[src/rtl/booth_inverse_divider.sv]
// Iterative signed divider: restoring division on operand magnitudes, one quotient bit per
// clock, followed by a sign fix-up cycle. Companion to the Booth array multiplier.
module booth_inverse_divider #(
    parameter int unsigned WIDTH = 4
) (
    input  logic             clk,
    input  logic             rst,
    input  logic             start,
    input  logic [WIDTH-1:0] dividend,
    input  logic [WIDTH-1:0] divisor,
    output logic             busy,
    output logic             done,
    output logic [WIDTH-1:0] quotient,
    output logic [WIDTH-1:0] remainder,
    output logic             div_by_zero,
    output logic             overflow
);

    localparam int unsigned CntW = $clog2(WIDTH + 1);

    typedef enum logic [1:0] {
        StIdle,
        StCalc,
        StFix
    } state_e;

    state_e           state_q, state_d;
    logic [WIDTH:0]   a_q, a_d;
    logic [WIDTH-1:0] q_q, q_d;
    logic [WIDTH-1:0] m_q, m_d;
    logic [CntW-1:0]  count_q, count_d;
    logic             sign_q_q, sign_q_d;
    logic             sign_r_q, sign_r_d;
    logic             busy_q, busy_d;
    logic             done_q, done_d;
    logic [WIDTH-1:0] quotient_q, quotient_d;
    logic [WIDTH-1:0] remainder_q, remainder_d;
    logic             dbz_q, dbz_d;
    logic             ovf_q, ovf_d;

    logic [WIDTH-1:0] dividend_abs;
    logic [WIDTH-1:0] divisor_abs;
    logic [WIDTH+1:0] shifted;
    logic [WIDTH+1:0] diff;
    logic             fits;

    // Magnitude of the most-negative value is 2^(WIDTH-1), which is exact as unsigned.
    assign dividend_abs = dividend[WIDTH-1] ? -dividend : dividend;
    assign divisor_abs  = divisor[WIDTH-1] ? -divisor : divisor;

    assign shifted = {a_q, q_q[WIDTH-1]};
    assign diff    = shifted - {2'b00, m_q};
    assign fits    = ~diff[WIDTH+1];

    always_comb begin
        state_d     = state_q;
        a_d         = a_q;
        q_d         = q_q;
        m_d         = m_q;
        count_d     = count_q;
        sign_q_d    = sign_q_q;
        sign_r_d    = sign_r_q;
        busy_d      = busy_q;
        done_d      = 1'b0;
        quotient_d  = quotient_q;
        remainder_d = remainder_q;
        dbz_d       = dbz_q;
        ovf_d       = ovf_q;

        unique case (state_q)
            StIdle: begin
                if (start) begin
                    if (divisor == '0) begin
                        quotient_d  = '1;
                        remainder_d = dividend;
                        dbz_d       = 1'b1;
                        ovf_d       = 1'b0;
                        done_d      = 1'b1;
                    end else begin
                        sign_q_d = dividend[WIDTH-1] ^ divisor[WIDTH-1];
                        sign_r_d = dividend[WIDTH-1];
                        q_d      = dividend_abs;
                        m_d      = divisor_abs;
                        a_d      = '0;
                        count_d  = CntW'(WIDTH);
                        busy_d   = 1'b1;
                        dbz_d    = 1'b0;
                        ovf_d    = 1'b0;
                        state_d  = StCalc;
                    end
                end
            end
            StCalc: begin
                // Restore on borrow by simply keeping the shifted partial remainder.
                a_d     = fits ? diff[WIDTH:0] : shifted[WIDTH:0];
                q_d     = {q_q[WIDTH-2:0], fits};
                count_d = count_q - CntW'(1);
                if (count_q == CntW'(1)) begin
                    state_d = StFix;
                end
            end
            StFix: begin
                quotient_d  = sign_q_q ? -q_q : q_q;
                remainder_d = sign_r_q ? -a_q[WIDTH-1:0] : a_q[WIDTH-1:0];
                // Only most-negative / -1 yields a positive magnitude with the top bit set.
                ovf_d       = ~sign_q_q & q_q[WIDTH-1];
                done_d      = 1'b1;
                busy_d      = 1'b0;
                state_d     = StIdle;
            end
            default: begin
                state_d = StIdle;
            end
        endcase
    end

    always_ff @(posedge clk) begin
        if (rst) begin
            state_q     <= StIdle;
            a_q         <= '0;
            q_q         <= '0;
            m_q         <= '0;
            count_q     <= '0;
            sign_q_q    <= 1'b0;
            sign_r_q    <= 1'b0;
            busy_q      <= 1'b0;
            done_q      <= 1'b0;
            quotient_q  <= '0;
            remainder_q <= '0;
            dbz_q       <= 1'b0;
            ovf_q       <= 1'b0;
        end else begin
            state_q     <= state_d;
            a_q         <= a_d;
            q_q         <= q_d;
            m_q         <= m_d;
            count_q     <= count_d;
            sign_q_q    <= sign_q_d;
            sign_r_q    <= sign_r_d;
            busy_q      <= busy_d;
            done_q      <= done_d;
            quotient_q  <= quotient_d;
            remainder_q <= remainder_d;
            dbz_q       <= dbz_d;
            ovf_q       <= ovf_d;
        end
    end

    assign busy        = busy_q;
    assign done        = done_q;
    assign quotient    = quotient_q;
    assign remainder   = remainder_q;
    assign div_by_zero = dbz_q;
    assign overflow    = ovf_q;

endmodule

[config.mk]
export PLATFORM = sky130hd
export DESIGN_NAME = booth_inverse_divider
export DESIGN_NICKNAME = d
export VERILOG_FILES = /design/src/rtl/booth_inverse_divider.sv
export SDC_FILE = /design/constraint.sdc
export NUM_CORES = 1
export LEC_CHECK = 0
export ABC_CLOCK_PERIOD_IN_PS = 2700
export CAP_MARGIN = 20
export CORE_MARGIN = 2
export CORE_UTILIZATION = 30
export DETAILED_ROUTE_END_ITERATION = 16
export REMOVE_ABC_BUFFERS = 1
export SLEW_MARGIN = 40
export SYNTH_ARGS = -nofsm -noshare
export SYNTH_HDL_FRONTEND = slang
export SYNTH_SLANG_ARGS = --single-unit
[constraint.sdc]
create_clock -name clk -period 2.7 [get_ports clk]
set_clock_uncertainty 0.2 [all_clocks]
set_input_delay 0.54 -clock clk [delete_from_list [all_inputs] [get_ports clk]]
set_output_delay 0.54 -clock clk [all_outputs]
set_load 0.01 [all_outputs]
**Yosys cells after proc, flatten, opt, wreduce, memory -nomap -nowiden**

Index checks and enable logic that the tools add are counted.
W data, S select, Z words.

- Register bits: 32

- Mux-type cells: 32
- Equality and inequality tests: 7
- Bitwise gates (word level): 5
- Reductions and logical operators: 11
- Add/subtract/negate cells: 6

Operators by type and width:

| operator | number |
|---|---|
| $mux W4 | 10 |
| $pmux W4 S2 | 3 |
| $neg A4 Y4 | 4 |
| $mux W5 | 3 |
| $reduce_and A3 Y1 | 5 |
| $pmux W5 S2 | 1 |
| $ne A2 B2 Y1 const B | 4 |
| $mux W2 | 3 |
| $mux W3 | 2 |
| $pmux W1 S2 | 3 |
| $pmux W3 S2 | 1 |
| $sub A6 B4 Y6 | 1 |
| $mux W1 | 5 |
| $logic_not A4 Y1 | 1 |
| $pmux W2 S2 | 1 |
| $reduce_and A2 Y1 | 2 |
| $reduce_bool A2 Y1 | 2 |
| $eq A3 B1 Y1 const B | 1 |
| $not A1 Y1 | 3 |
| $sub A3 B1 Y3 const B | 1 |
| $eq A2 B1 Y1 const B | 1 |
| $eq A2 B2 Y1 const B | 1 |
| $logic_not A2 Y1 | 1 |
| $and A1 B1 Y1 | 1 |
| $xor A1 B1 Y1 | 1 |

**Depth between registers and ports, before layout**

Gate-level depths: netlist (run 1).

- Depth in word-level cells: 5
- Mapped depth: 8

**Worst setup path after synthesis (run 1)**

Ideal clock, no wire load.

- Kind: register -> register
- From: register m_q[1]
- To: register a_q[4]
- Slack: 0.507 ns
- Period minus slack after synthesis: 2.193 ns
- Cell stages (with the launch flop): 8
- Library setup time: 0.091 ns
- Data arrival time: 1.902 ns
- Path buffers: 0
- Path through: dfxtp_1 inv_1 ha_1 nor2b_1 o221ai_2 a211oi_4 or3b_1 a311oi_1

- Word-level cells in the longest chain between the ends: 3

Ends and longest elaborated chain:

| element | RTL line | source |
|---|---|---|
| start: declaration | 30 | `logic [WIDTH-1:0] m_q, m_d;` |
| start signal: assignment | 136 | `m_q <= m_d;` |
| $sub A6 B4 Y6 | 52 | `assign diff = shifted - {2'b00, m_q};` |
| $mux W5 | 95 | `a_d = fits ? diff[WIDTH:0] : shifted[WIDTH:0];` |
| $pmux W5 S2 | 70 | `unique case (state_q)` |
| end signal: assignment | 120 | `a_q <= '0;` |
| end signal: assignment | 134 | `a_q <= a_d;` |
| end: declaration | 28 | `logic [WIDTH:0] a_q, a_d;` |

No other way between the ends.
A chain may end at the register's enable or synchronous reset.

**Worst setup path after layout (run 1)**

Same ends and word-level chain as after synthesis.

==> impl_metrics.yaml, run 1 <==
finish:
  nets: 267
  drive_gt1_frac: 0.0813
  final_cell_area_um2: 2220
  final_util: 0.379
  antenna_cells: 0
  area_delta_synth_final_pct: 23.8
sta:
  slew_headroom: 0.538
  setup_viol: 0
  max_slew.worst_pin.slew_ns: 0.691
  drv_slew: 0
  grt_setup_unrepaired: "no"
  min_period_ns: 2.44
  setup_tns_ns: 0
  whs_ns: 0.261
  worst_slack_ns: 0.261
  hold_viol: 0
  period_share: 0.903
  fmax_mhz: 410
yosys:
  post-synth-top-count-cell: "dfxtp_1"
  synthFlopType: "dfxtp_1"
  yosys.area.top_type_share: 0.358
  synthTopCellsByCount: "dfxtp_1, nor2_1, nand2_1"
  synthCells: 217
  synth.ff_latch_count: 32
  synth_edf_count: 0
  ys_seq_area_frac: 0.358
  synth_cell_types: 43
  synth_top_area_cell: "dfxtp_1"
  netlist_area_um2: 1790
  avgSynthCellArea_um2: 8.25
  ys.warnings.count: 0
  ys_async_sr_fraction: 0
  synthTopCellsByArea: "dfxtp_1, ha_1, nor2_1"
setup_path:
  arrival_ns: 2.44
  cp-end-kind: "flop"
  rr_startpoint: "m_q[1]"
  start_kind: "flop"
  reg2reg_depth: 7
  r2r_setup_slack_ns: 0.26
  cp_slowest_cell: "dfxtp_1"
  path_max_fanout: 5
  crit_chain: "inv_1 > ha_1 > nor2b_1 > o221ai_2 > a211oi_4 > or3b_1 > a311oi_1"
  path_buf_inv: 1
  cpPeakStageDelay_ns: 0.40
  setup.worst_path.class: "flop to flop"
  timing.rr.end: "a_q[4]"
  crit_family: "compound AO/OA/AOI/OAI gates"
  required_ns: 2.70
min_path:
  min_delay_worst_endpoint: "count_q[1]"
  hold_depth: 2
  hold_start: "count_q[1]"
  min_path_type: "flop to flop"
routing:
  ant_nets: 0
  drtIter0Drc: 64
  route.detailed.drc: 0
  drt-vias-per-instance: 4.86
  wl_per_cell_um: 13.0
  firstDrtPassIters: 4
  vias: 1561
  routed_wl_mm: 4.17
power:
  leakage_nw: 0.842
  ir_drop_mv: 0.197
  power_density_nw_per_um2: 537
clock_network:
  clk_latency_ns: 0.29
  cts_buffers: 5
  cts_hold_buffers: 0
  cts.sink_count: 32
  clkTransAtPathRegs_ns: 0.07
  cts_setup_buffers: 0
  clockBufferDepth: 2
  htreeDepth: 2
  clockRootBuffer: "clkbuf_8"
  ctsResizeCount: 0
  cts_tree: "done"
floorplanning:
  rows: 28
  initial_core_util: 0.306
  core_um2: 5850
  die_h_um: 81.2
  fp.dieW_um: 81.2
  die_area_um2: 6600
  ios: 23
placement:
  hpwl_mm: 3.09
  dp_slack_ns: -0.0241
  placed_cell_area_um2: 2120
  io_buffers: 22
  routabilityCongestion: 0.835
status:
  outcome: "finished clean"
global_routing:
  grtUsageTotal: 0.141
  grt_max_degree: 31
  antenna_found_initial: 0
  grt_pass1_wl_mm: 7.04
  grt-ovfl-total: 0
  grt_pass1_vias: 1513
job:
  cap_violations: 0
cell usage in the layout, fill, tap and decap left out, types with 2 or more instances in the layout:
master and count:
dfxtp_1 32, nor2_1 29, nand2_1 25, clkdlybuf4s50_1 22, inv_1 17, a21oi_1 12, ha_1 10, buf_4 9
xnor2_1 8, nor2b_1 7, nand2b_1 7, mux2i_1 6, clkbuf_8 6, o21ai_1 5, a311oi_1 5, a221oi_1 4
o21ai_0 4, nor3_1 4, a211oi_1 3, nor4b_1 2, or3_1 2, a222oi_1 2, nand3_1 2, o31ai_1 2
clkinv_2 2
area by class of cell:
type | instances | area, um^2
clock inverter | 2 | 10.0
fill | 612 | 3630
sequential | 32 | 641
multi-input combinational | 158 | 1040
inverter | 17 | 63.8
tap | 75 | 93.8
clock buffer | 6 | 82.6
timing repair buffer | 31 | 288
worst max-delay path by stage:
stage	startpoint	to	slack [ns]	cells past startpoint
global route	q_q[3]	a_q[4]	0.12	7
detailed placement	divisor[1]	a_q[3]	-0.02	8
floorplan	m_q[1]	a_q[4]	0.51	7
CTS	m_q[1]	a_q[4]	0.25	7
finish	m_q[1]	a_q[4]	0.26	7
global placement	divisor[0]	a_q[3]	0.03	8
registers in the layout (all words and copies together), names as in the netlist, 2 cells and up:
| signal | cells |
|---|---|
| a_q | 5 |
| count_q | 3 |
| state_q | 2 |
| quotient | 4 |
| m_q | 4 |
| q_q | 4 |
| remainder | 4 |
stage by stage:
step | power (mW) | instances
6_report | 1.19 | 321
2_1_floorplan | 0.718 | 207
3_3_place_gp | 0.811 | 313
4_1_cts | 1.20 | 321
3_5_place_dp | 0.816 | 313
5_1_grt | 1.26 | 321
worst min-delay path, delay by kind of cell, from the launching register on:
kind	cells	cell delay, ns
flip-flops	1	0.31
AND/OR/NAND/NOR	1	0.05
AO/OA/AOI/OAI	1	0.05
cell families (layout without fill, tap and decap cells):
group	count (synthesis)	after routing	synth area share
compound gates	48	48	0.197
flops	32	32	0.358
fa+ha+maj	11	11	0.0811
xor+xnor	9	9	0.0441
mux	8	8	0.0462
simple gates	82	82	0.212
buf+inv	27	56	0.0622
per-layer routing:
layer / track usage / up-vias / share of wire
met5: 0 / - / 0
met4: 0.0508 / 0 / 0.012
met3: 0.0456 / 4 / 0.048
met2: 0.221 / 28 / 0.44
met1: 0.182 / 718 / 0.50
li1: - / 811 / -
report_power, final:
group          switching (mW)  internal [mW]  total, mW
Combinational           0.139          0.135      0.274
Sequential             0.0295          0.502      0.531
Clock                   0.181          0.203      0.384
Total                   0.350          0.840       1.19
No activity file was read; power rests on OpenSTA's default activity.
==> inputs of run 2 (changes only) <==
--- a/config.mk
+++ b/config.mk
@@ -7,10 +7,11 @@
 export LEC_CHECK = 0
 export ABC_CLOCK_PERIOD_IN_PS = 2700
 export CAP_MARGIN = 20
-export CORE_MARGIN = 2
 export CORE_UTILIZATION = 30
 export DETAILED_ROUTE_END_ITERATION = 16
+export GPL_ROUTABILITY_DRIVEN = 0
 export REMOVE_ABC_BUFFERS = 1
+export SKIP_LAST_GASP = 1
 export SLEW_MARGIN = 40
 export SYNTH_ARGS = -nofsm -noshare
 export SYNTH_HDL_FRONTEND = slang
==> impl_metrics.yaml, run 2 (synthesized netlist as in run 1, its figures left out) <==
setup_path:
  required_ns: 2.66
  start_kind: "input pin"
  timing.rr.end: "a_q[4]"
  cpPeakStageDelay_ns: 0.49
  critPathLaunch: "divisor[0]"
  rr_startpoint: "m_q[1]"
  cp-end-kind: "flop"
  cp_slowest_cell: "or3_1"
  crit_chain: "clkdlybuf4s50_1 > inv_1 > ha_1 > nor4b_1 > or3_1 > a222oi_1 > nor2_1"
  r2r_setup_slack_ns: 0.37
  reg2reg_depth: 7
  setup.worst_path.class: "input pin to flop"
  path_max_fanout: 6
  arrival_ns: 2.38
routing:
  wl_per_cell_um: 12.5
  drt-vias-per-instance: 4.97
  routed_wl_mm: 4.00
  ant_nets: 0
  drtIter0Drc: 126
  vias: 1584
  firstDrtPassIters: 4
  route.detailed.drc: 0
finish:
  final_cell_mix: "dfxtp_1, nor2_1, nand2_1"
  area_delta_synth_final_pct: 24.7
  regArea_um2: 641
  antenna_cells: 0
  multi_input_area_um2: 1040
  regMostFlops: "a_q"
  drive_gt1_frac: 0.0850
  nets: 269
  instances_no_fill: 319
  final_common_cell: "dfxtp_1"
  final_util: 0.395
  fillers: 569
  largest_register_ffs: 5
global_routing:
  grtUsageTotal: 0.143
  grt_max_degree: 15
  gr-usage-met3: 0.0437
  grt_pass1_vias: 1474
  grt-ovfl-total: 0
  grtUsageMet2: 0.216
  grt_pass1_wl_mm: 6.84
  antenna_found_initial: 0
  grt_util_met1: 0.193
  top_usage_layer: "met2"
power:
  power_mw: 1.21
  leakage_nw: 0.851
  power_density_nw_per_um2: 543
  ir_drop_mv: 0.235
placement:
  io_buffers: 22
  dp.cells: 312
  dp_slack_ns: -0.00506
  hpwl_mm: 3.06
clock_network:
  clockBufferDepth: 2
  clkTransAtPathRegs_ns: 0.07
  clockRootBuffer: "clkbuf_8"
  cts_buffers: 5
  cts_tree: "done"
  cts_hold_buffers: 0
  cts_setup_buffers: 0
  ctsResizeCount: 0
  cts.sink_count: 32
  htreeDepth: 2
  clk_latency_ns: 0.28
min_path:
  hold_start: "count_q[1]"
  min_delay_worst_endpoint: "count_q[1]"
  min_path_type: "flop to flop"
  hold_depth: 2
floorplanning:
  initial_core_util: 0.317
  die_area_um2: 6280
  core_um2: 5640
  fp.dieW_um: 79.2
  ios: 23
  rows: 27
  die_h_um: 79.2
sta:
  drv_slew: 0
  fmax_mhz: 414
  setup_tns_ns: 0
  worst_slack_ns: 0.285
  max_slew.worst_pin.slew_ns: 0.655
  min_period_ns: 2.41
  hold_viol: 0
  grt_setup_unrepaired: "no"
  setup_viol: 0
  slew_headroom: 0.562
  period_share: 0.894
job:
  cap_violations: 0
status:
  outcome: "finished clean"
==> run 2: changes by cell type in the layout (fill, tap and decap cells not counted) <==
cell / change
clkinv_2: -2
buf_4: +2
clkbuf_8: +1
==> run 2: how the worst max path moves through the flow <==
| stage | slack (ns) | to |
|---|---|---|
| floorplan | 0.51 | a_q[4] |
| global placement | 0.03 | a_q[3] |
| detailed placement | -0.005 | a_q[3] |
| CTS | 0.29 | a_q[3] |
| global route | 0.14 | a_q[4] |
| finish | 0.29 | q_q[1] |
==> run 2: cell type report <==
cell class	instances	area share
multi-input cells	158	0.465
flip-flops and latches	32	0.287
repair buffers	33	0.136
clock buffers	7	0.0432
inverters	17	0.0286
well taps	72	0.0404
==> run 2: layer usage <==
layer	up-vias	wire length, um
met2	25	1770
met4	0	37
met5	-	0
met1	739	2050
met3	5	149
li1	815	-
==> run 2: power breakdown <==
group	leakage, nW	internal [mW]	switching, mW
clock network	0.0503	0.227	0.171
registers	0.261	0.502	0.0297
logic	0.539	0.143	0.138
total	0.851	0.871	0.339
==> run 2: critical path, delay by kind of cell <==
family          cells  cell delay, ns
fa+ha+maj           1            0.21
buf+inv             2            0.53
simple gates        3            0.71
compound gates      1            0.39
==> run 2: through the flow <==
stage / hold WS (ns) / cell area (um^2)
2_1_floorplan: 0.230 / 1740
3_3_place_gp: 0.253 / 2130
3_5_place_dp: 0.251 / 2130
4_1_cts: 0.261 / 2230
5_1_grt: 0.300 / 2230
6_report: 0.256 / 2230
